**config.mk**
```make
export PLATFORM = sky130hd
export DESIGN_NAME = multicycle_sequencer_flat
export DESIGN_NICKNAME = d
export VERILOG_FILES = /design/src/rtl/multicycle_sequencer_if.sv /design/src/rtl/multicycle_sequencer.sv /design/src/flat_wrapper.sv
export SDC_FILE = /design/constraint.sdc
export NUM_CORES = 1
export LEC_CHECK = 0
export BUFFER_PORTS_ARGS = -buffer_cell sky130_fd_sc_hd__buf_4
export CAP_MARGIN = 20
export CORE_ASPECT_RATIO = 0.9
export CORE_UTILIZATION = 46
export DETAILED_ROUTE_END_ITERATION = 10
export PLACE_DENSITY = 0.74
export SLEW_MARGIN = 20
export SYNTH_ARGS = -nofsm -noshare
export SYNTH_HDL_FRONTEND = slang
export SYNTH_SLANG_ARGS = --single-unit
```
**constraint.sdc**
```tcl
create_clock -name clk -period 2 [get_ports clk]
set_clock_uncertainty 0.05 [all_clocks]
set_input_delay 0.1 -clock clk [delete_from_list [all_inputs] [get_ports clk]]
set_output_delay 0.1 -clock clk [all_outputs]
set_load 0.05 [all_outputs]
```
**src/rtl/multicycle_sequencer_if.sv**
```systemverilog
// Control bundle between the multi-cycle sequencer and the MIPS datapath/memory.
// The sequencer takes the master side; the datapath (or a bench) takes the slave side.
interface multicycle_sequencer_if #(
    parameter int CNT_W = 32
);
    logic [5:0]       opcode;
    logic [5:0]       funct;
    logic             mem_ready;
    logic             mem_req;
    logic             i_or_d;
    logic             mem_read;
    logic             mem_write;
    logic [1:0]       mem_size;
    logic             ir_write;
    logic             pc_write;
    logic             branch;
    logic [1:0]       pc_src;
    logic             reg_read;
    logic             reg_write;
    logic [1:0]       reg_dst;
    logic             alu_src;
    logic [1:0]       mem_to_reg;
    logic             instr_retired;
    logic [CNT_W-1:0] retired_count;
    logic             fault;

    modport master (
        input  opcode, funct, mem_ready,
        output mem_req, i_or_d, mem_read, mem_write, mem_size, ir_write, pc_write,
               branch, pc_src, reg_read, reg_write, reg_dst, alu_src, mem_to_reg,
               instr_retired, retired_count, fault
    );

    modport slave (
        output opcode, funct, mem_ready,
        input  mem_req, i_or_d, mem_read, mem_write, mem_size, ir_write, pc_write,
               branch, pc_src, reg_read, reg_write, reg_dst, alu_src, mem_to_reg,
               instr_retired, retired_count, fault
    );
endinterface

```
**src/rtl/multicycle_sequencer.sv**
```systemverilog
// Multi-cycle MIPS control FSM: FETCH/DECODE/EXEC/MEM/WB with memory handshake,
// retired-instruction counter and a sticky fault on illegal opcode or memory timeout.
module multicycle_sequencer #(
    parameter int TIMEOUT = 16,
    parameter int CNT_W   = 32
) (
    input  logic                   clk,
    input  logic                   rst_n,
    multicycle_sequencer_if.master bus
);
    localparam logic [2:0] S_IDLE   = 3'd0;
    localparam logic [2:0] S_FETCH  = 3'd1;
    localparam logic [2:0] S_DECODE = 3'd2;
    localparam logic [2:0] S_EXEC   = 3'd3;
    localparam logic [2:0] S_MEM    = 3'd4;
    localparam logic [2:0] S_WB     = 3'd5;
    localparam logic [2:0] S_FAULT  = 3'd6;

    localparam int WAIT_W = $clog2(TIMEOUT + 1);

    logic [2:0]       state, state_nxt;
    logic [WAIT_W-1:0] wait_cnt;
    logic [CNT_W-1:0] retired_count;
    logic             retire;

    logic is_rtype, is_jr, is_imm, is_lw, is_store, is_legal;

    always_comb begin
        is_rtype = (bus.opcode == 6'h00);
        is_jr    = is_rtype && (bus.funct == 6'h08);
        is_imm   = (bus.opcode[5:3] == 3'b001);
        is_lw    = (bus.opcode == 6'h23);
        is_store = (bus.opcode == 6'h28) || (bus.opcode == 6'h29) || (bus.opcode == 6'h2B);
        is_legal = is_rtype || is_imm || is_lw || is_store ||
                   (bus.opcode == 6'h02) || (bus.opcode == 6'h03) ||
                   (bus.opcode == 6'h04) || (bus.opcode == 6'h05);
    end

    // Last permitted wait cycle: a miss here means the next state is FAULT.
    logic timed_out;
    assign timed_out = (wait_cnt == WAIT_W'(TIMEOUT - 1));

    always_comb begin
        state_nxt      = state;
        retire         = 1'b0;
        bus.mem_req    = 1'b0;
        bus.i_or_d     = 1'b0;
        bus.mem_read   = 1'b0;
        bus.mem_write  = 1'b0;
        bus.mem_size   = 2'b00;
        bus.ir_write   = 1'b0;
        bus.pc_write   = 1'b0;
        bus.branch     = 1'b0;
        bus.pc_src     = 2'b00;
        bus.reg_read   = 1'b0;
        bus.reg_write  = 1'b0;
        bus.reg_dst    = 2'b00;
        bus.alu_src    = 1'b0;
        bus.mem_to_reg = 2'b00;
        case (state)
            S_IDLE: state_nxt = S_FETCH;
            S_FETCH: begin
                bus.mem_req  = 1'b1;
                bus.mem_read = 1'b1;
                bus.mem_size = 2'b10;
                if (bus.mem_ready) begin
                    bus.ir_write = 1'b1;
                    bus.pc_write = 1'b1;
                    state_nxt    = S_DECODE;
                end else if (timed_out) begin
                    state_nxt = S_FAULT;
                end
            end
            S_DECODE: begin
                bus.reg_read = 1'b1;
                if (!is_legal) begin
                    state_nxt = S_FAULT;
                end else if (bus.opcode == 6'h02 || bus.opcode == 6'h03) begin
                    bus.pc_write = 1'b1;
                    bus.pc_src   = 2'b10;
                    retire       = 1'b1;
                    state_nxt    = S_FETCH;
                    if (bus.opcode == 6'h03) begin
                        bus.reg_write  = 1'b1;
                        bus.reg_dst    = 2'b10;
                        bus.mem_to_reg = 2'b10;
                    end
                end else begin
                    state_nxt = S_EXEC;
                end
            end
            S_EXEC: begin
                bus.reg_read = 1'b1;
                bus.alu_src  = is_imm || is_lw || is_store;
                if (bus.opcode == 6'h04 || bus.opcode == 6'h05) begin
                    bus.branch = 1'b1;
                    bus.pc_src = 2'b01;
                    retire     = 1'b1;
                    state_nxt  = S_FETCH;
                end else if (is_jr) begin
                    bus.pc_write = 1'b1;
                    bus.pc_src   = 2'b11;
                    retire       = 1'b1;
                    state_nxt    = S_FETCH;
                end else if (is_lw || is_store) begin
                    state_nxt = S_MEM;
                end else begin
                    state_nxt = S_WB;
                end
            end
            S_MEM: begin
                bus.mem_req   = 1'b1;
                bus.i_or_d    = 1'b1;
                bus.alu_src   = 1'b1;
                bus.mem_read  = is_lw;
                bus.mem_write = !is_lw;
                case (bus.opcode)
                    6'h28:   bus.mem_size = 2'b00;
                    6'h29:   bus.mem_size = 2'b01;
                    default: bus.mem_size = 2'b10;
                endcase
                if (bus.mem_ready) begin
                    retire    = !is_lw;
                    state_nxt = is_lw ? S_WB : S_FETCH;
                end else if (timed_out) begin
                    state_nxt = S_FAULT;
                end
            end
            S_WB: begin
                bus.reg_write  = 1'b1;
                bus.reg_dst    = is_rtype ? 2'b01 : 2'b00;
                bus.mem_to_reg = is_lw ? 2'b01 : 2'b00;
                retire         = 1'b1;
                state_nxt      = S_FETCH;
            end
            S_FAULT: state_nxt = S_FAULT;
            default: state_nxt = S_FAULT;
        endcase
    end

    assign bus.instr_retired = retire;
    assign bus.retired_count = retired_count;
    assign bus.fault         = (state == S_FAULT);

    always_ff @(posedge clk or negedge rst_n) begin
        if (!rst_n) begin
            state         <= S_IDLE;
            wait_cnt      <= '0;
            retired_count <= '0;
        end else begin
            state <= state_nxt;
            if (state_nxt != state)
                wait_cnt <= '0;
            else if ((state == S_FETCH || state == S_MEM) && !bus.mem_ready)
                wait_cnt <= wait_cnt + 1'b1;
            if (retire)
                retired_count <= retired_count + 1'b1;
        end
    end
endmodule

```
**src/flat_wrapper.sv**
```systemverilog
// flat-port wrapper written by rule: the top's interface ports become plain ports
module multicycle_sequencer_flat 
#(
    parameter int TIMEOUT = 16,
    parameter int CNT_W   = 32
)
  (clk, rst_n, bus_opcode, bus_funct, bus_mem_ready, bus_mem_req, bus_i_or_d, bus_mem_read, bus_mem_write, bus_mem_size, bus_ir_write, bus_pc_write, bus_branch, bus_pc_src, bus_reg_read, bus_reg_write, bus_reg_dst, bus_alu_src, bus_mem_to_reg, bus_instr_retired, bus_retired_count, bus_fault);
  multicycle_sequencer_if #(.CNT_W(CNT_W)) bus_i ();
  input  logic clk;
  input  logic rst_n;
  input wire logic [$bits(bus_i.opcode)-1:0] bus_opcode;
  input wire logic [$bits(bus_i.funct)-1:0] bus_funct;
  input wire logic [$bits(bus_i.mem_ready)-1:0] bus_mem_ready;
  output wire logic [$bits(bus_i.mem_req)-1:0] bus_mem_req;
  output wire logic [$bits(bus_i.i_or_d)-1:0] bus_i_or_d;
  output wire logic [$bits(bus_i.mem_read)-1:0] bus_mem_read;
  output wire logic [$bits(bus_i.mem_write)-1:0] bus_mem_write;
  output wire logic [$bits(bus_i.mem_size)-1:0] bus_mem_size;
  output wire logic [$bits(bus_i.ir_write)-1:0] bus_ir_write;
  output wire logic [$bits(bus_i.pc_write)-1:0] bus_pc_write;
  output wire logic [$bits(bus_i.branch)-1:0] bus_branch;
  output wire logic [$bits(bus_i.pc_src)-1:0] bus_pc_src;
  output wire logic [$bits(bus_i.reg_read)-1:0] bus_reg_read;
  output wire logic [$bits(bus_i.reg_write)-1:0] bus_reg_write;
  output wire logic [$bits(bus_i.reg_dst)-1:0] bus_reg_dst;
  output wire logic [$bits(bus_i.alu_src)-1:0] bus_alu_src;
  output wire logic [$bits(bus_i.mem_to_reg)-1:0] bus_mem_to_reg;
  output wire logic [$bits(bus_i.instr_retired)-1:0] bus_instr_retired;
  output wire logic [$bits(bus_i.retired_count)-1:0] bus_retired_count;
  output wire logic [$bits(bus_i.fault)-1:0] bus_fault;
  assign bus_i.opcode = bus_opcode;
  assign bus_i.funct = bus_funct;
  assign bus_i.mem_ready = bus_mem_ready;
  assign bus_mem_req = bus_i.mem_req;
  assign bus_i_or_d = bus_i.i_or_d;
  assign bus_mem_read = bus_i.mem_read;
  assign bus_mem_write = bus_i.mem_write;
  assign bus_mem_size = bus_i.mem_size;
  assign bus_ir_write = bus_i.ir_write;
  assign bus_pc_write = bus_i.pc_write;
  assign bus_branch = bus_i.branch;
  assign bus_pc_src = bus_i.pc_src;
  assign bus_reg_read = bus_i.reg_read;
  assign bus_reg_write = bus_i.reg_write;
  assign bus_reg_dst = bus_i.reg_dst;
  assign bus_alu_src = bus_i.alu_src;
  assign bus_mem_to_reg = bus_i.mem_to_reg;
  assign bus_instr_retired = bus_i.instr_retired;
  assign bus_retired_count = bus_i.retired_count;
  assign bus_fault = bus_i.fault;
  multicycle_sequencer #(.TIMEOUT(TIMEOUT), .CNT_W(CNT_W)) u_core (.clk(clk), .rst_n(rst_n), .bus(bus_i));
endmodule
```
==> results.sh <==
export IMPL_rr_worst_depth=8
export IMPL_vias=2327
export IMPL_r2r_start="u_core.wait_cnt[1]$_DFFE_PN0P_"
export IMPL_grt_max_degree=41
export IMPL_timing_final_ws_setup_ns=0.0887
export IMPL_ctsRootBufferMaster="clkbuf_8"
export IMPL_vdd_drop_max_mv=0.851
export IMPL_rsz0062_at_grt="true"
export IMPL_critPathKind="reg2out"
export IMPL_drcViolationCount=0
export IMPL_p_per_area_nw_per_um2=1030
export IMPL_synth_avg_cell_area_um2=10.1
export IMPL_die_area_um2=6030
export IMPL_grt_ovfl_total=0
export IMPL_fin_crit_sh_pct=95.6
export IMPL_area_growth_pct=32.0
export IMPL_worst_pin_slew_ns=0.518
export IMPL_leakagePower_uw=0.00158
export IMPL_avgRoutedWirePerCell_um=16.1
export IMPL_fillerInstances=483
export IMPL_slew_headroom_pct=65.5
export IMPL_dp_slack_ns=-0.0665
export IMPL_rows=25
export IMPL_synth_seq_area_share_pct=38.0
export IMPL_critical_path_required_ns=1.85
export IMPL_netlist_cell_type_count=57
export IMPL_crit_path_cell_trace="inv_1, buf_4, and4b_1, or3_1, buf_6"
export IMPL_final_common_cell="buf_4"
export IMPL_hold_path_class="in2reg"
export IMPL_most_common_layout_cells="78 x buf_4, 32 x xnor2_1, 30 x dfrtp_1"
export IMPL_finalNetCount=354
export IMPL_clk_pin_slew_ns=0.08
export IMPL_p_total_uw=3580
export IMPL_htree_levels=2
export IMPL_place_congestion=0.878
export IMPL_setup_violations=0
export IMPL_die_h_um=73.8
export IMPL_firstDrtPassIters=4
export IMPL_antenna_cells=0
export IMPL_insertion_delay_ns=0.29
export IMPL_cts_buffers=5
export IMPL_drive_gt1_share_pct=43.2
export IMPL_antenna_found_initial=0
export IMPL_clk_path_buf_depth=2
export IMPL_grt_pass1_wl_um=10200
export IMPL_tritoncts="yes"
export IMPL_cp_endpoint="bus_pc_write"
export IMPL_synth_edf_count=0
export IMPL_startpoint="u_core.state[2]$_DFF_PN0_"
export IMPL_drv_cap=0
export IMPL_die_w_um=81.8
export IMPL_ys_warn_count=0
export IMPL_crit_path_max_incr_delay_ns=0.44
export IMPL_critPathCaptureType="output pin"
export IMPL_max_freq_mhz=523
export IMPL_cp_max_fo=10
export IMPL_drtIter0Drc=185
export IMPL_arrival_ns=1.76
export IMPL_clock_sinks=40
export IMPL_core_um2=5380
export IMPL_r2r_end="u_core.wait_cnt[4]$_DFFE_PN0P_"
export IMPL_synth_nets=279
export IMPL_io_pin_count=67
export IMPL_vias_per_cell=5.77
export IMPL_slew_viol_final=0
export IMPL_grt_pass1_vias=2086
export IMPL_finalWorstPathRequiredPeriod_ns=1.91
export IMPL_rrSetupSlack_ns=0.11
export IMPL_grt_util_all_layers_pct=22.3
export IMPL_syn_area_um2=2630
export IMPL_ant_nets=0
export IMPL_postSynthCellCount=261
export IMPL_status="finished, final reports clean"
export IMPL_hpwl_um=4610
export IMPL_synthFlopType="dfrtp_1"
export IMPL_start_util_pct=49.0
export IMPL_async_flop_share_pct=100
export IMPL_critical_path_slowest_cell="dfrtp_2"
export IMPL_portBuffers=66
export IMPL_start_kind="flop"
export IMPL_hold_viol_final=0
export IMPL_routed_wl_um=6490
export IMPL_multiInputGateArea_um2=1590
export IMPL_synth_seq_cells=40
export IMPL_ff_latch_area_um2=1010
==> flip-flops by register name, summed over array words and instances, names as in the netlist <==
name	count
u_core.bus.retired_count	32
u_core.wait_cnt	5
u_core.state	3
==> layout make-up <==
cell class,instances,area share (%)
Multi-Input combinational cell,198,45.8
Clock inverter,1,0.144
Inverter,6,0.756
Clock buffer,6,2.09
Tap cell,67,2.41
Sequential cell,40,29.2
Timing Repair Buffer,85,19.7
==> critical path, delay by kind of cell (launching register included) <==
family	cells	cell delay, ns
and+or+nand+nor	2	0.61
DFF	1	0.44
buffers and inverters	3	0.41
==> metal layers <==
metal	GRT usage, %	up-vias	wire [um]	share of wire [%]
met5	0	-	0	0
met3	4.10	6	346	5.3
met1	34.2	1133	3130	48
li1	-	1115	-	-
met4	6.43	0	51	0.79
met2	31.4	73	2970	46
==> power breakdown <==
group / switching [uW] / leakage [uW] / total (uW) / internal (uW)
registers: 129 / 0.000523 / 1050 / 916
logic: 1330 / 0.00101 / 2020 / 688
clock network: 279 / 0.0000410 / 516 / 237
==> cell usage after synthesis (2+ instances only) <==
cell | n | area (um^2)
inv_1 | 6 | 22.5
ha_1 | 3 | 37.5
a21oi_1 | 7 | 35.0
o2111ai_2 | 3 | 45.0
nand4_1 | 3 | 18.8
o21ai_0 | 6 | 30.0
clkbuf_1 | 7 | 26.3
nand3_1 | 2 | 10.0
dfrtp_1 | 40 | 1000
nand2_1 | 17 | 63.8
xor2_1 | 3 | 26.3
a211oi_1 | 5 | 37.5
nor3_1 | 7 | 35.0
a21o_1 | 2 | 15.0
nand3b_1 | 3 | 22.5
o211ai_2 | 11 | 138
buf_4 | 3 | 22.5
nor2b_1 | 5 | 31.3
o211ai_1 | 2 | 15.0
nor4b_1 | 4 | 35.0
nand2b_1 | 4 | 25.0
buf_2 | 4 | 20.0
xnor2_1 | 32 | 280
and3_1 | 12 | 75.1
nor3b_1 | 2 | 15.0
and4_1 | 7 | 61.3
o2111ai_1 | 9 | 78.8
nor2_1 | 12 | 45.0
o221ai_1 | 2 | 17.5
o21ai_2 | 3 | 26.3
and2_1 | 5 | 31.3
buf_6 | 3 | 33.8
nor4_1 | 2 | 12.5
o21ai_1 | 2 | 10.0
==> how the worst min path moves through the flow <==
stage             startpoint                                        to  slack, ns  cells after the start
2_1_floorplan          rst_n   u_core.bus.retired_count[0]$_DFFE_PN0P_      -0.25                      0
3_3_place_gp           rst_n  u_core.bus.retired_count[28]$_DFFE_PN0P_       0.05                      1
3_5_place_dp           rst_n  u_core.bus.retired_count[21]$_DFFE_PN0P_       0.06                      1
4_1_cts        bus_mem_ready                 u_core.state[1]$_DFF_PN0_       0.17                      2
5_1_grt        bus_mem_ready                 u_core.state[1]$_DFF_PN0_       0.17                      2
6_report       bus_mem_ready                 u_core.state[1]$_DFF_PN0_       0.18                      2
==> kinds of logic after synthesis <==
| family | after synthesis | synth area share (%) |
|---|---|---|
| xor gates and xnor gates | 35 | 11.6 |
| AOI/OAI and AO/OA | 63 | 21.6 |
| adders and majority gates | 3 | 1.43 |
| and+or+nand+nor | 95 | 21.8 |
| buffers and inverters | 23 | 4.75 |
| muxes | 2 | 0.855 |
| DFF | 40 | 38.0 |
==> stage by stage <==
| step | std cells | hold slack (ns) | setup TNS, ns | instance area (um^2) | utilization (%) |
|---|---|---|---|---|---|
| 3_3_place_gp | 393 | 0.0529 | 0 | 3300 | 61.4 |
| 4_1_cts | 401 | 0.166 | 0 | 3410 | 63.4 |
| 3_5_place_dp | 393 | 0.0593 | -0.0665 | 3300 | 61.4 |
| 2_1_floorplan | 261 | -0.246 | -0.272 | 2670 | - |
| 6_report | 403 | 0.179 | 0 | 3480 | 64.6 |
| 5_1_grt | 403 | 0.170 | -0.00368 | 3480 | 64.6 |
==> timing repair <==
action / 4_1_cts / 5_1_grt
endpoints found under the hold margin: 40 / 0
pin swaps: 0 / 6
endpoints found under the setup margin: 7 / 8
setup buffers: 0 / 2
hold buffers: 1 / 0
resized for setup: 6 / 12
No activity file was read; power rests on OpenSTA's default activity.
